==> src/rtl/mips_wb_pkg.sv <==
// Shared writeback-stage definitions: load type codes and the M/W register layout.
package mips_wb_pkg;

    localparam int unsigned DATA_W   = 32;
    localparam int unsigned REG_ID_W = 5;
    localparam int unsigned LT_W     = 3;

    // Load width/sign select, also driven by decode control.
    localparam logic [LT_W-1:0] LT_WORD = 3'b000;
    localparam logic [LT_W-1:0] LT_LB   = 3'b001;
    localparam logic [LT_W-1:0] LT_LBU  = 3'b010;
    localparam logic [LT_W-1:0] LT_LH   = 3'b011;
    localparam logic [LT_W-1:0] LT_LHU  = 3'b100;

    // M/W pipeline register payload.
    typedef struct packed {
        logic                valid;
        logic                reg_write;
        logic                mem_to_reg;
        logic [LT_W-1:0]     load_type;
        logic [DATA_W-1:0]   read_data;
        logic [DATA_W-1:0]   alu_out;
        logic [REG_ID_W-1:0] write_reg;
    } mw_reg_t;

endpackage

==> src/rtl/load_extend.sv <==
// Big-endian byte/halfword extraction and sign/zero extension of a load word.
module load_extend
    import mips_wb_pkg::*;
(
    input  logic [DATA_W-1:0] word_i,
    input  logic [1:0]        addr_i,
    input  logic [LT_W-1:0]   load_type_i,
    output logic [DATA_W-1:0] ext_c
);

    logic [7:0]  byte_sel;
    logic [15:0] half_sel;

    // Offset 0 is the most significant byte; unknown codes pass the word through.
    always_comb begin
        byte_sel = word_i[31:24];
        half_sel = addr_i[1] ? word_i[15:0] : word_i[31:16];
        ext_c    = word_i;
        case (addr_i)
            2'd0:    byte_sel = word_i[31:24];
            2'd1:    byte_sel = word_i[23:16];
            2'd2:    byte_sel = word_i[15:8];
            default: byte_sel = word_i[7:0];
        endcase
        case (load_type_i)
            LT_LB:   ext_c = {{24{byte_sel[7]}}, byte_sel};
            LT_LBU:  ext_c = {24'h0, byte_sel};
            LT_LH:   ext_c = {{16{half_sel[15]}}, half_sel};
            LT_LHU:  ext_c = {16'h0, half_sel};
            default: ext_c = word_i;
        endcase
    end

endmodule

==> src/rtl/writeback_stage.sv <==
// Writeback stage: M/W register, load extension, result mux, cycle/retire counters.
module writeback_stage
    import mips_wb_pkg::*;
#(
    parameter int unsigned CNT_WIDTH = 32
) (
    input  logic                 clock,
    input  logic                 reset,
    input  logic                 StallW,
    input  logic                 FlushW,
    input  logic                 ValidM,
    input  logic                 RegWriteM,
    input  logic                 MemtoRegM,
    input  logic [LT_W-1:0]      LoadTypeM,
    input  logic [DATA_W-1:0]    ReadDataM,
    input  logic [DATA_W-1:0]    ALUOutM,
    input  logic [REG_ID_W-1:0]  WriteRegM,
    output logic                 RegWriteW,
    output logic [REG_ID_W-1:0]  WriteRegW,
    output logic [DATA_W-1:0]    ResultW,
    output logic [CNT_WIDTH-1:0] CycleCount,
    output logic [CNT_WIDTH-1:0] RetireCount
);

    mw_reg_t              mw_q, mw_d;
    logic [CNT_WIDTH-1:0] cycle_q, cycle_d;
    logic [CNT_WIDTH-1:0] retire_q, retire_d;
    logic [DATA_W-1:0]    load_ext;
    logic                 capture;

    // Next-state: flush beats stall; an instruction retires when it is captured.
    always_comb begin
        mw_d     = mw_q;
        capture  = !FlushW && !StallW;
        cycle_d  = cycle_q + CNT_WIDTH'(1);
        retire_d = retire_q;
        if (FlushW) begin
            mw_d = '0;
        end else if (!StallW) begin
            mw_d.valid      = ValidM;
            mw_d.reg_write  = RegWriteM;
            mw_d.mem_to_reg = MemtoRegM;
            mw_d.load_type  = LoadTypeM;
            mw_d.read_data  = ReadDataM;
            mw_d.alu_out    = ALUOutM;
            mw_d.write_reg  = WriteRegM;
        end
        if (capture && ValidM) begin
            retire_d = retire_q + CNT_WIDTH'(1);
        end
    end

    // State registers with synchronous reset.
    always_ff @(posedge clock) begin
        if (reset) begin
            mw_q     <= '0;
            cycle_q  <= '0;
            retire_q <= '0;
        end else begin
            mw_q     <= mw_d;
            cycle_q  <= cycle_d;
            retire_q <= retire_d;
        end
    end

    load_extend u_load_extend (
        .word_i      (mw_q.read_data),
        .addr_i      (mw_q.alu_out[1:0]),
        .load_type_i (mw_q.load_type),
        .ext_c       (load_ext)
    );

    // Result mux and write enable; $0 is never written.
    always_comb begin
        RegWriteW   = mw_q.reg_write && mw_q.valid && (mw_q.write_reg != '0);
        WriteRegW   = mw_q.write_reg;
        ResultW     = mw_q.mem_to_reg ? load_ext : mw_q.alu_out;
        CycleCount  = cycle_q;
        RetireCount = retire_q;
    end

endmodule

==> config.mk <==
export PLATFORM = sky130hd
export DESIGN_NAME = writeback_stage
export DESIGN_NICKNAME = d
export VERILOG_FILES = /design/src/rtl/mips_wb_pkg.sv /design/src/rtl/load_extend.sv /design/src/rtl/writeback_stage.sv
export SDC_FILE = /design/constraint.sdc
export NUM_CORES = 1
export LEC_CHECK = 0
export BUFFER_PORTS_ARGS = -buffer_cell sky130_fd_sc_hd__clkbuf_2
export CAP_MARGIN = 40
export CORE_ASPECT_RATIO = 1.25
export CORE_MARGIN = 10
export CORE_UTILIZATION = 53
export CTS_CLUSTER_SIZE = 10
export DETAILED_ROUTE_END_ITERATION = 10
export GPL_ROUTABILITY_DRIVEN = 0
export HOLD_SLACK_MARGIN = 0.15
export PLACE_DENSITY = 0.78
export SYNTH_ARGS = -nofsm -noshare
export SYNTH_HDL_FRONTEND = slang
export SYNTH_SLANG_ARGS = --single-unit
==> constraint.sdc <==
create_clock -name clock -period 2.1 [get_ports clock]
set_input_delay 0.21 -clock clock [delete_from_list [all_inputs] [get_ports clock]]
set_output_delay 0.21 -clock clock [all_outputs]
set_load 0.005 [all_outputs]
==> run summary <==
Status = finished, violations left
Failing checks = negative setup slack
DRC viols = 0
Max layer used = met4
Post-synth top cells = nor2_1 (145), dfxtp_1 (139), mux2i_1 (79)
Pins Over Slew Limit = 0
CTS Sinks = 139
Initial Util = 53.7%
Critical path fanouts, max = 8
Fin crit period = 2.30 ns
Worst-path clk slew = 0.06 ns
H-tree depth = 4
Core Box Area = 0.0125 mm^2
Final Util = 78.3%
Final WL = 24500 um
RSZ-0062 raised after global routing = true
Most common cell in the netlist = nor2_1
CP startpoint kind = flip-flop
Routed wire length per instance = 20.1 um
Metal2 WL = 12400 um
Antenna viol nets, final = 0
Nets@finish = 1118
P_leak = 4.08 nW
Most area-hungry cell type in the Yosys netlist = dfxtp_1
Largest net degree at the start of global routing = 77
Final worst setup slack = -0.199 ns
Post-Syn Area per Cell = 8.77 um^2
Max Buffers Root-to-Sink = 2
TritonCTS clock tree = built
Max Clock Skew = 0.0104 ns
Post-DP HPWL = 14700 um
CTS Root Cell = clkbuf_16
Least-Margin Pin Slew = 0.612 ns
CP endpoint kind = primary output
Gr usage total = 25.2%
Yosys cell types = 47
Maximum VDD drop = 0.456 mV
CP Class = reg -> out
Hold Vio Cnt, Final = 0
Placed Area = 0.00792 mm^2
Met3 routed WL = 1920 um
Layout cells sized above 1 = 33.2%
Share of the synthesized area in the top cell type = 41.3%
# setup viols final = 30
CTS Buf Count = 17
Row count = 46
Rel. slew slack = 59.2%
Syn nets = 849
Area grow syn2layout = 45.8%
Yosys synthesis warning count = 0
Via count = 7272
Vias in the first global route = 7087
Post-Syn Instances = 768
Die Wd = 121 um
Seq/Total Area, Yosys = 41.3%
Length of the first detailed-routing pass in iterations = 5
Die area = 0.0176 mm^2
Io pins = 181
Worst-Skew Late Latency = 0.42 ns
FF+latch area = 0.00280 mm^2
Critical path arrival = 2.09 ns
Pwr Density = 663 mW/mm^2
Max-capacitance violation count = 0
Synthesized cell area = 0.00673 mm^2
EDFF count, synth = 0
Most area-consuming cells after synthesis = dfxtp_1 (41%), mux2i_1 (12%), nor2_1 (8.1%)
Seq cells post-synth = 139
Req. time, crit path = 1.89 ns
Port Buffers = 180
Die Y = 146 um
Predominant post-synthesis flop cell = dfxtp_1
Hold WC Path Type = in -> reg
Initial antenna violation count = 2
Footprint of the multi-input gates = 0.00405 mm^2
Final Cell Area = 0.00982 mm^2
DR vias/cell = 5.96
Setup TNS = -1.88 ns
First-pass GRT wire length = 36700 um
Global route total overflow = 0
Fmax = 435 MHz
Post-synth ARST share = 0%
Tcrit/Tclk final = 109%
Met1 Routed Length = 9250 um
Fillers = 813
DRT iter0 DRCs = 667
==> report_power, final <==
| group | internal (W) | switching [W] | total, W |
|---|---|---|---|
| combinational | 0.000379 | 0.000368 | 0.000746 |
| clock | 0.00178 | 0.00124 | 0.00301 |
| sequential | 0.00269 | 0.0000643 | 0.00275 |
| total | 0.00484 | 0.00167 | 0.00651 |
==> metal layers <==
layer,GRT usage (%),up-vias
met1,27.7,3457
li1,-,3341
met2,44.2,390
met5,0,-
met3,6.71,84
met4,10.6,0
==> sequential cells by signal, indices dropped and copies added (netlist names) <==
register	flops
mw_q	70
RetireCount	32
CycleCount	32
WriteRegW	5
==> worst max-delay path, cell delays in order, from the launching register on <==
cell and delay (ns):
dfxtp_4 0.37, buf_4 0.15, nor2_4 0.15, xor2_2 0.27
buf_6 0.18, nand2_1 0.09, a31oi_1 0.29, clkbuf_2 0.17
==> cells in the final DEF (no fill, tap or decap), types with 14 or more instances in the layout <==
| master | netlist | layout |
|---|---|---|
| mux2i_1 | 79 | 76 |
| clkbuf_16 | 0 | 17 |
| nand2_1 | 49 | 47 |
| dlygate4sd3_1 | 0 | 75 |
| buf_4 | 5 | 34 |
| nor2_1 | 145 | 144 |
| dfxtp_1 | 139 | 133 |
| a21oi_1 | 39 | 26 |
| o31ai_1 | 18 | 18 |
| nand4_1 | 22 | 22 |
| clkbuf_2 | 1 | 174 |
| nand3_1 | 21 | 21 |
| or4_1 | 20 | 18 |
| xor2_1 | 15 | 14 |
==> through the flow <==
stage	hold slack, ns	total power [W]	worst slack (ns)	std cells
after floorplan	0.354	0.00309	0.163	768
after global placement	0.439	0.00330	0.182	1095
after detailed placement	0.446	0.00331	0.128	1095
after CTS	0.233	0.00644	-0.0354	1212
after global routing	0.282	0.00671	-0.218	1220
final	0.250	0.00651	-0.199	1220
==> kinds of logic (layout without fill, tap and decap cells) <==
kind of cell	after synthesis	count (layout)	synth area share, %
AO/OA/AOI/OAI	120	121	11.6
flip-flops	139	139	41.3
other	0	2	0
adder cells (fa/ha/maj)	2	2	0.372
AND/OR/NAND/NOR	322	322	23.7
multiplexers	94	94	15.4
XOR/XNOR	27	27	3.51
buffers and inverters	64	345	4.05
==> timing repair <==
item,CTS,global route
setup buffers,8,5
endpoints found under the hold margin,75,0
hold buffers,75,0
endpoints found under the setup margin,32,36
resized for setup,44,60
cloned,2,2
pin swaps,10,13
==> final cells by class <==
type / instances / share of cell area (%)
Sequential cell: 139 / 28.5
Tap cell: 168 / 2.14
Clock inverter: 14 / 1.66
Multi-Input combinational cell: 566 / 41.3
Inverter: 8 / 0.306
Antenna cell: 2 / 0.0510
Timing Repair Buffer: 305 / 21.7
Clock buffer: 18 / 4.37
==> path summary, 6_finish.rpt <==
| path | depth (start not counted) | endpoint | slack [ns] | startpoint |
|---|---|---|---|---|
| worst max-delay path | 7 | ResultW[19] | -0.20 | mw_q[69]$_SDFFE_PP0N_ |
| worst min-delay path | 4 | RetireCount[0]$_SDFFE_PP0P_ | 0.25 | FlushW |
| worst max register to register | 4 | CycleCount[30]$_SDFF_PP0_ | 0.17 | CycleCount[4]$_SDFF_PP0_ |
| worst min register to register | 1 | CycleCount[0]$_SDFF_PP0_ | 0.49 | CycleCount[0]$_SDFF_PP0_ |
Note: power is estimated with default switching activity, not from simulation.
